===== config.mk =====
export PLATFORM = sky130hd
export DESIGN_NAME = video_wb_arbiter
export DESIGN_NICKNAME = d
export VERILOG_FILES = /design/src/rtl/video_wb_pkg.sv /design/src/rtl/video_wb_arbiter.sv
export SDC_FILE = /design/constraint.sdc
export NUM_CORES = 1
export LEC_CHECK = 0
export ABC_AREA = 0
export ABC_CLOCK_PERIOD_IN_PS = 4010
export CAP_MARGIN = 20
export CORE_AREA = 2 2 124 126
export DETAILED_ROUTE_END_ITERATION = 12
export DIE_AREA = 0 0 126 128
export REMOVE_ABC_BUFFERS = 1
export SLEW_MARGIN = 10
export SYNTH_ARGS = -nofsm -noshare
export SYNTH_HDL_FRONTEND = slang
export SYNTH_SLANG_ARGS = --single-unit

===== constraint.sdc =====
create_clock -name clk -period 4.01 [get_ports clk]
set_input_delay 0.401 -clock clk [delete_from_list [all_inputs] [get_ports clk]]
set_output_delay 0.401 -clock clk [all_outputs]
set_load 0.02 [all_outputs]

===== src/rtl/video_wb_pkg.sv =====
// Shared types for the video-subsystem Wishbone masters and their arbiter.
package video_wb_pkg;

  typedef enum logic [1:0] {
    IDLE = 2'd0,
    GNT0 = 2'd1,
    GNT1 = 2'd2
  } arb_state_t;

  localparam logic [3:0] WB_SEL_ALL = 4'hf;

  typedef struct packed {
    logic        cyc;
    logic        stb;
    logic        lock;
    logic        we;
    logic [3:0]  sel;
    logic [31:0] adr;
    logic [31:0] dat;
  } wb_req_t;

endpackage


===== src/rtl/video_wb_arbiter.sv =====
// Round-robin arbiter sharing one Wishbone master port between the frame
// store (m0) and the frame fetch (m1). A grant lasts for the whole bus cycle
// unless the holder has completed MAX_BEATS beats, is not locked, and the
// other master is waiting.
module video_wb_arbiter
  import video_wb_pkg::*;
#(
  parameter int unsigned MAX_BEATS = 16
) (
  input  logic        clk,
  input  logic        nRST,
  // master 0: frame store
  input  logic        m0_wb_CYC_I,
  input  logic        m0_wb_STB_I,
  input  logic        m0_wb_LOCK_I,
  input  logic        m0_wb_WE_I,
  input  logic [3:0]  m0_wb_SEL_I,
  input  logic [31:0] m0_wb_ADR_I,
  input  logic [31:0] m0_wb_DAT_I,
  output logic [31:0] m0_wb_DAT_O,
  output logic        m0_wb_ACK_O,
  output logic        m0_wb_ERR_O,
  // master 1: frame fetch
  input  logic        m1_wb_CYC_I,
  input  logic        m1_wb_STB_I,
  input  logic        m1_wb_LOCK_I,
  input  logic        m1_wb_WE_I,
  input  logic [3:0]  m1_wb_SEL_I,
  input  logic [31:0] m1_wb_ADR_I,
  input  logic [31:0] m1_wb_DAT_I,
  output logic [31:0] m1_wb_DAT_O,
  output logic        m1_wb_ACK_O,
  output logic        m1_wb_ERR_O,
  // shared port towards the interconnect
  output logic        p_wb_CYC_O,
  output logic        p_wb_STB_O,
  output logic        p_wb_LOCK_O,
  output logic        p_wb_WE_O,
  output logic [3:0]  p_wb_SEL_O,
  output logic [31:0] p_wb_ADR_O,
  output logic [31:0] p_wb_DAT_O,
  input  logic [31:0] p_wb_DAT_I,
  input  logic        p_wb_ACK_I,
  input  logic        p_wb_ERR_I,
  output logic [1:0]  gnt
);

  localparam logic [7:0] LP_MAX_BEATS = 8'(MAX_BEATS);

  arb_state_t r_state;
  arb_state_t w_state_nxt;
  logic       r_last;
  logic       w_last_nxt;
  logic [7:0] r_beat_cnt;

  wb_req_t    w_m0_req;
  wb_req_t    w_m1_req;
  wb_req_t    w_fwd;
  logic       w_beat;
  logic       w_cap;

  assign w_m0_req = '{cyc: m0_wb_CYC_I, stb: m0_wb_STB_I, lock: m0_wb_LOCK_I,
                      we: m0_wb_WE_I, sel: m0_wb_SEL_I, adr: m0_wb_ADR_I,
                      dat: m0_wb_DAT_I};
  assign w_m1_req = '{cyc: m1_wb_CYC_I, stb: m1_wb_STB_I, lock: m1_wb_LOCK_I,
                      we: m1_wb_WE_I, sel: m1_wb_SEL_I, adr: m1_wb_ADR_I,
                      dat: m1_wb_DAT_I};

  // A beat terminates whenever the forwarded strobe meets ACK or ERR.
  assign w_beat = w_fwd.stb & (p_wb_ACK_I | p_wb_ERR_I);
  // True when the beat terminating this cycle brings the tenure to MAX_BEATS.
  assign w_cap  = ({1'b0, r_beat_cnt} + 9'd1) >= {1'b0, LP_MAX_BEATS};

  // Mux the granted master onto the shared port; idle drives no cycle.
  always_comb begin
    w_fwd = w_m0_req;
    unique case (r_state)
      GNT0:    w_fwd = w_m0_req;
      GNT1:    w_fwd = w_m1_req;
      default: begin
        w_fwd.cyc  = 1'b0;
        w_fwd.stb  = 1'b0;
        w_fwd.lock = 1'b0;
        w_fwd.we   = 1'b0;
      end
    endcase
  end

  // Next-state and round-robin pointer update.
  always_comb begin
    w_state_nxt = r_state;
    w_last_nxt  = r_last;
    unique case (r_state)
      IDLE: begin
        if (m0_wb_CYC_I && m1_wb_CYC_I) w_state_nxt = r_last ? GNT0 : GNT1;
        else if (m0_wb_CYC_I)           w_state_nxt = GNT0;
        else if (m1_wb_CYC_I)           w_state_nxt = GNT1;
      end
      GNT0: begin
        if (!m0_wb_CYC_I ||
            (w_beat && w_cap && m1_wb_CYC_I && !m0_wb_LOCK_I)) begin
          w_last_nxt  = 1'b0;
          w_state_nxt = m1_wb_CYC_I ? GNT1 : IDLE;
        end
      end
      GNT1: begin
        if (!m1_wb_CYC_I ||
            (w_beat && w_cap && m0_wb_CYC_I && !m1_wb_LOCK_I)) begin
          w_last_nxt  = 1'b1;
          w_state_nxt = m0_wb_CYC_I ? GNT0 : IDLE;
        end
      end
      default: w_state_nxt = IDLE;
    endcase
  end

  // Grant state and round-robin pointer registers.
  always_ff @(posedge clk or negedge nRST) begin
    if (!nRST) begin
      r_state <= IDLE;
      r_last  <= 1'b1;
    end else begin
      r_state <= w_state_nxt;
      r_last  <= w_last_nxt;
    end
  end

  // Beat counter: restarts with every new grant, saturates at MAX_BEATS.
  always_ff @(posedge clk or negedge nRST) begin
    if (!nRST) begin
      r_beat_cnt <= '0;
    end else if ((w_state_nxt != r_state) && (w_state_nxt != IDLE)) begin
      r_beat_cnt <= '0;
    end else if (w_beat && (r_beat_cnt < LP_MAX_BEATS)) begin
      r_beat_cnt <= r_beat_cnt + 8'd1;
    end
  end

  assign p_wb_CYC_O  = w_fwd.cyc;
  assign p_wb_STB_O  = w_fwd.stb;
  assign p_wb_LOCK_O = w_fwd.lock;
  assign p_wb_WE_O   = w_fwd.we;
  assign p_wb_SEL_O  = w_fwd.sel;
  assign p_wb_ADR_O  = w_fwd.adr;
  assign p_wb_DAT_O  = w_fwd.dat;

  assign gnt = {r_state == GNT1, r_state == GNT0};

  assign m0_wb_ACK_O = (r_state == GNT0) & p_wb_ACK_I;
  assign m0_wb_ERR_O = (r_state == GNT0) & p_wb_ERR_I;
  assign m1_wb_ACK_O = (r_state == GNT1) & p_wb_ACK_I;
  assign m1_wb_ERR_O = (r_state == GNT1) & p_wb_ERR_I;

  assign m0_wb_DAT_O = p_wb_DAT_I;
  assign m1_wb_DAT_O = p_wb_DAT_I;

endmodule


==> results of run 1 <==
==> metrics by stage <==
stage	total power [mW]	hold WS, ns	setup slack (ns)	TNS (ns)	util [%]
5_1_grt	2.24	0.545	0.556	0	28.6
6_report	2.12	0.518	0.737	0	28.6
3_5_place_dp	1.95	0.528	0.975	0	28.1
2_1_floorplan	1.16	0.105	-0.149	-0.616	-
3_3_place_gp	1.94	0.521	0.992	0	28.1
4_1_cts	2.15	0.534	0.707	0	28.6
==> flip-flops by register name, summed over array words and instances, names as in the netlist <==
name	flops
r_beat_cnt	8
r_last	1
r_state	2
==> synth_stat cells, drive strengths merged, types with 4 or more instances <==
master,instances
nand2b,4
a211oi,4
dfrtp,10
ha,6
and2,5
o21ai,4
and3b,4
buf,67
clkbuf,9
nand2,8
mux2,68
inv,5
==> routing by layer <==
layer  share of wire, %  vias to the layer above  GRT usage, %
met3                 14                       12          9.81
met1                 38                     1139          16.4
met4               0.39                        4          1.10
met5                1.2                        -          7.43
li1                   -                     1096             -
met2                 46                      213          21.5
==> power by group through the flow <==
stage                     clock (mW)  sequential, mW  combinational (mW)
final                          0.183           0.165                1.77
after global placement             0           0.164                1.78
after floorplan                    0           0.157               0.999
after CTS                      0.188           0.165                1.80
after global routing           0.198           0.168                1.87
after detailed placement           0           0.166                1.79
==> how the worst max path moves through the flow <==
stage	start	end	slack, ns	depth (start not counted)
floorplan	r_state[0]	r_beat_cnt[5]	-0.15	8
global placement	r_state[0]	p_wb_DAT_O[4]	0.99	5
detailed placement	r_state[0]	p_wb_WE_O	0.98	6
CTS	r_state[0]	p_wb_DAT_O[4]	0.71	5
global route	r_state[0]	p_wb_WE_O	0.56	6
finish	r_state[0]	p_wb_WE_O	0.74	6
==> cell families (layout without fill, tap and decap cells) <==
| kind of cell | count (synthesis) | in the layout | synth area share, % |
|---|---|---|---|
| buffers and inverters | 81 | 235 | 25.0 |
| multiplexers | 71 | 71 | 36.2 |
| AND/OR/NAND/NOR | 38 | 38 | 10.7 |
| AO/OA/AOI/OAI | 29 | 29 | 11.0 |
| flip-flops | 11 | 11 | 12.6 |
| adder cells (fa/ha/maj) | 6 | 6 | 3.41 |
| XOR/XNOR | 3 | 3 | 1.19 |
==> layout make-up <==
cell class / count / area (sq um) / share of cell area (%)
Timing Repair Buffer: 226 / 2260 / 53.1
Multi-Input combinational cell: 147 / 1390 / 32.6
Sequential cell: 11 / 277 / 6.50
Tap cell: 188 / 235 / 5.53
Clock buffer: 4 / 78.8 / 1.85
Inverter: 5 / 18.8 / 0.441
==> flow_summary_export.csv, run 1 <==
group,metric,value,unit
place,portBuffers,225,
sta,hold_viol_final,0,
final_layout,num-fill-cells,1623,
clock_tree,clock_sinks,11,
final_layout,layout.cells.non_filler,581,
sta,finalCritPeriodShare,81.6,%
place,hpwlAfterDp,10.8,mm
worst_setup_path,crit_type,"flip-flop to primary output",
worst_setup_path,worstPathRequired,3.61,ns
drt,final_antenna_net_count,0,
synth,yosysTopAreaCell,"mux2_2",
drt,vias,2464,
place,finalWeightedCongestion,0.798,
final_layout,final_common_cell,"clkdlybuf4s50_1",
clock_tree,clock_path_buffers,2,
die,dieHeight,128,microns
pwr,combPwrFrac,83.6,%
global_route,antenna_found_initial,0,
worst_setup_path,crit_fanout,47,
clock_tree,numCtsBuffers,3,
sta,period_minus_slack,3.27,ns
worst_setup_path,regToRegSetupSlack,1.12,ns
worst_setup_path,crit_family,"buffers and inverters",
final_layout,area_growth,93.3,%
run,maxCapViolCount,0,
clock_tree,cts_tree,"yes",
pwr,internal_power,1.18,mW
drt,drc,0,
final_layout,final_nets,580,
worst_setup_path,crit_chain,"inv_1 -> ha_4 -> buf_4 -> a22oi_1 -> nor2b_1 -> clkdlybuf4s50_1",
synth,ys_ff_latch,11,
die,dieArea,16100,sq um
final_layout,drive_above_1_share,20.6,%
global_route,grt_pass1_vias,2589,
final_layout,mostFrequentLayoutCells,"clkdlybuf4s50_1 (225), mux2_2 (68), dfrtp_1 (10)",
worst_setup_path,r2r_end,"r_beat_cnt[7]",
outcome,status,"finished clean",
global_route,grt-ovfl-total,0,
worst_setup_path,r2r_start,"r_state[1]",
synth,avgSynthCellArea,9.21,sq um
drt,first_iter_violations,70,
sta,rsz0062_at_grt,"false",
clock_tree,postCtsHoldBufs,0,
clock_tree,path_clk_slew,0.04,ns
worst_setup_path,crit_buf_inv,3,
synth,ys.flop_type,"dfrtp_1",
drt,dr.pass1.iters,5,
synth,synth_area_leaders,"mux2_2 (35%), buf_4 (22%), dfrtp_1 (11%)",
worst_setup_path,arrival,2.87,ns
global_route,grt_max_degree,48,
clock_tree,clock_latency,0.24,ns
drt,vias_per_cell,4.24,
pwr,swShare,44.5,%
worst_setup_path,slowest_stage,"clkdlybuf4s50_1",
die,core-area,14900,sq um
final_layout,design_area,4260,sq um
pwr,total_leakage_power,1.57,nW
sta,finalClockSkew,0.00195,ns
place,placed_cells,577,
synth,yosysWarnings,0,
synth,synth_cell_types,43,
synth,seq_area_frac_synth,12.6,%
die,ios,322,
drt,wl_per_cell,21.3,microns
die,rows,45,
sta,max_freq,306,MHz
pwr,seqPwrFrac,7.8,%
final_layout,diodes,0,
worst_hold_path,hold_class,"input pin to async pin",
pwr,power-per-cell-area,499,nW/um^2
sta,relSlewSlack,60.7,%
die,initial_utilization,14.8,%
synth,syn_inst,239,
worst_setup_path,max_stage_delay,0.63,ns
pwr,ir_worst_vdd,0.000209,V
global_route,track_usage,14.1,%
drt,finalWirelength,12.4,mm
clock_tree,postCtsSetupRepairBufs,0,
global_route,grt_pass1_wl,16.9,mm
worst_setup_path,worstSetupStartpointType,"flip-flop",
place,placed_area,4180,sq um
clock_tree,htreeDepth,1,
synth,synth_edf_count,0,
synth,synth.cell_area,2200,sq um
synth,synthArstFlopShare,100,%
worst_setup_path,rr_worst_depth,8,
pwr,pwr-share-clk,8.6,%
die,die_w,126,microns
worst_setup_path,endpoint_kind,"primary output",
sta,slew_violations,0,
sta,tightestPinTransition,0.585,ns
synth,synth_top_cell_area_share,34.8,%
clock_tree,cts_root_buf,"clkbuf_16",
clock_tree,cts_resized,0,
sta,setup_viol,0,
pwr,switchingPower,0.945,mW
(Power assumes the default switching activity.)
==> inputs of run 2 (changes only) <==
--- a/config.mk
+++ b/config.mk
@@ -6,11 +6,11 @@
 export NUM_CORES = 1
 export LEC_CHECK = 0
 export ABC_AREA = 0
-export ABC_CLOCK_PERIOD_IN_PS = 4010
+export ABC_CLOCK_PERIOD_IN_PS = 3420
 export CAP_MARGIN = 20
-export CORE_AREA = 2 2 124 126
+export CORE_AREA = 2 2 125 127
 export DETAILED_ROUTE_END_ITERATION = 12
-export DIE_AREA = 0 0 126 128
+export DIE_AREA = 0 0 127 129
 export REMOVE_ABC_BUFFERS = 1
 export SLEW_MARGIN = 10
 export SYNTH_ARGS = -nofsm -noshare
==> constraint.sdc (replaced) <==
create_clock -name clk -period 3.42 [get_ports clk]
set_input_delay 0.342 -clock clk [delete_from_list [all_inputs] [get_ports clk]]
set_output_delay 0.342 -clock clk [all_outputs]
set_load 0.02 [all_outputs]
==> run 2 against run 1 <==
Core utilization is 0.065 points lower. Clock skew is 0.0015 ns higher. Critical path depth is 1 lower. Sequential share of layout area hardly changed. Sequential power is 16% higher. Clock-buffer cell count stayed put. Flip-flop and latch count stayed put. Worst hold slack worse by 0.065 ns. Global-route usage is 0.74 points higher. Setup slack worse by 0.36 ns. Largest cell class unchanged.
==> flow_summary_export.csv, run 2 (synthesis gave the netlist of run 1 again) <==
group,metric,value,unit
outcome,status,"finished clean",
worst_setup_path,regToRegSetupSlack,0.76,ns
final_layout,mostFrequentLayoutCells,"clkdlybuf4s50_1 (225), mux2_2 (68), dfrtp_1 (10)",
worst_setup_path,crit_buf_inv,3,
sta,hold_viol_final,0,
final_layout,area_growth,94.4,%
global_route,antenna_found_initial,0,
pwr,ir_worst_vdd,0.000271,V
final_layout,drive_above_1_share,21.2,%
die,die_w,127,microns
clock_tree,postCtsSetupRepairBufs,0,
worst_setup_path,max_stage_delay,0.56,ns
sta,finalCritPeriodShare,88.9,%
worst_setup_path,worstSetupStartpointType,"flip-flop",
worst_setup_path,r2r_start,"r_state[0]",
worst_setup_path,slowest_stage,"clkdlybuf4s50_1",
die,initial_utilization,14.7,%
clock_tree,clock_sinks,11,
final_layout,diodes,0,
drt,drc,0,
sta,tns,0,ns
sta,relSlewSlack,64.2,%
die,dieHeight,129,microns
worst_setup_path,endpoint_kind,"primary output",
sta,finalClockSkew,0.00346,ns
drt,dr.pass1.iters,6,
global_route,grt-ovfl-total,0,
clock_tree,cts_tree,"yes",
clock_tree,htreeDepth,1,
sta,worst_slack,0.380,ns
clock_tree,cts_root_buf,"clkbuf_16",
clock_tree,cts_resized,0,
final_layout,design_area,4280,sq um
run,maxCapViolCount,0,
clock_tree,numCtsBuffers,3,
place,placed_area,4200,sq um
global_route,grt_max_degree,36,
worst_hold_path,hold_class,"input pin to async pin",
drt,vias,2454,
worst_setup_path,r2r_end,"r_beat_cnt[5]",
sta,tightestPinTransition,0.535,ns
sta,max_freq,329,MHz
place,finalWeightedCongestion,0.823,
place,portBuffers,225,
global_route,grt_pass1_vias,2571,
drt,vias_per_cell,4.20,
pwr,power-per-cell-area,597,nW/um^2
worst_setup_path,worstPathRequired,3.08,ns
die,core-area,15000,sq um
worst_setup_path,crit_cells,5,
worst_setup_path,crit_fanout,35,
place,placed_cells,580,
pwr,total_power,2.55,mW
die,rows,45,
final_layout,layout.cells.non_filler,584,
final_layout,final_nets,583,
worst_setup_path,crit_family,"buffers and inverters",
drt,finalWirelength,13.1,mm
sta,period_minus_slack,3.04,ns
worst_setup_path,crit_chain,"inv_1 -> ha_4 -> buf_4 -> mux2_2 -> clkdlybuf4s50_1",
final_layout,fin_util,28.6,%
final_layout,largest_register_ffs,8,
final_layout,reg_top3,"r_beat_cnt (8), r_state (2), r_last (1)",
global_route,track_usage,14.9,%
final_layout,final_common_cell,"clkdlybuf4s50_1",
worst_setup_path,rr_worst_depth,9,
die,dieArea,16400,sq um
drt,final_antenna_net_count,0,
clock_tree,postCtsHoldBufs,0,
sta,slew_violations,0,
place,dpl_worst_slack,0.634,ns
global_route,grt_pass1_wl,17.6,mm
clock_tree,clock_path_buffers,2,
pwr,total_leakage_power,1.58,nW
worst_setup_path,crit_type,"flip-flop to primary output",
place,hpwlAfterDp,11.6,mm
drt,wl_per_cell,22.5,microns
die,ios,322,
clock_tree,clock_latency,0.24,ns
sta,setup_viol,0,
drt,first_iter_violations,85,
clock_tree,path_clk_slew,0.04,ns
worst_setup_path,arrival,2.70,ns
sta,fin_hold_ws,0.453,ns
sta,rsz0062_at_grt,"false",
final_layout,largest_register,"r_beat_cnt",
[run 2: changes by cell type in the layout (fill, tap and decap cells not counted)]
cell   change
buf_4      +3
[run 2: per-layer routing]
layer,GRT usage (%),vias to the layer above,part of all wire (%)
li1,-,1099,-
met1,18.0,1126,41
met2,21.3,218,43
met3,11.0,7,15
met4,1.10,4,0.29
met5,7.94,-,1.1
[run 2: worst max-delay path by stage]
stage / startpoint / to / slack [ns]
2_1_floorplan: r_state[0] / r_beat_cnt[5] / -0.74
3_3_place_gp: r_state[0] / p_wb_SEL_O[1] / 0.66
3_5_place_dp: r_state[0] / p_wb_DAT_O[8] / 0.63
4_1_cts: r_state[0] / p_wb_DAT_O[8] / 0.37
5_1_grt: r_state[0] / p_wb_DAT_O[8] / 0.24
6_report: r_state[0] / p_wb_DAT_O[8] / 0.38
[run 2: power by group]
part | internal, mW | switching, mW | leakage, nW
clock network | 0.157 | 0.0597 | 0.0382
registers | 0.158 | 0.0343 | 0.147
logic | 1.09 | 1.05 | 1.40
[run 2: area by class of cell]
class / instances / area (sq um)
Multi-Input combinational cell: 147 / 1390
Inverter: 5 / 18.8
Fill cell: 1591 / 10700
Clock buffer: 4 / 78.8
Tap cell: 188 / 235
Sequential cell: 11 / 277
Timing Repair Buffer: 229 / 2280
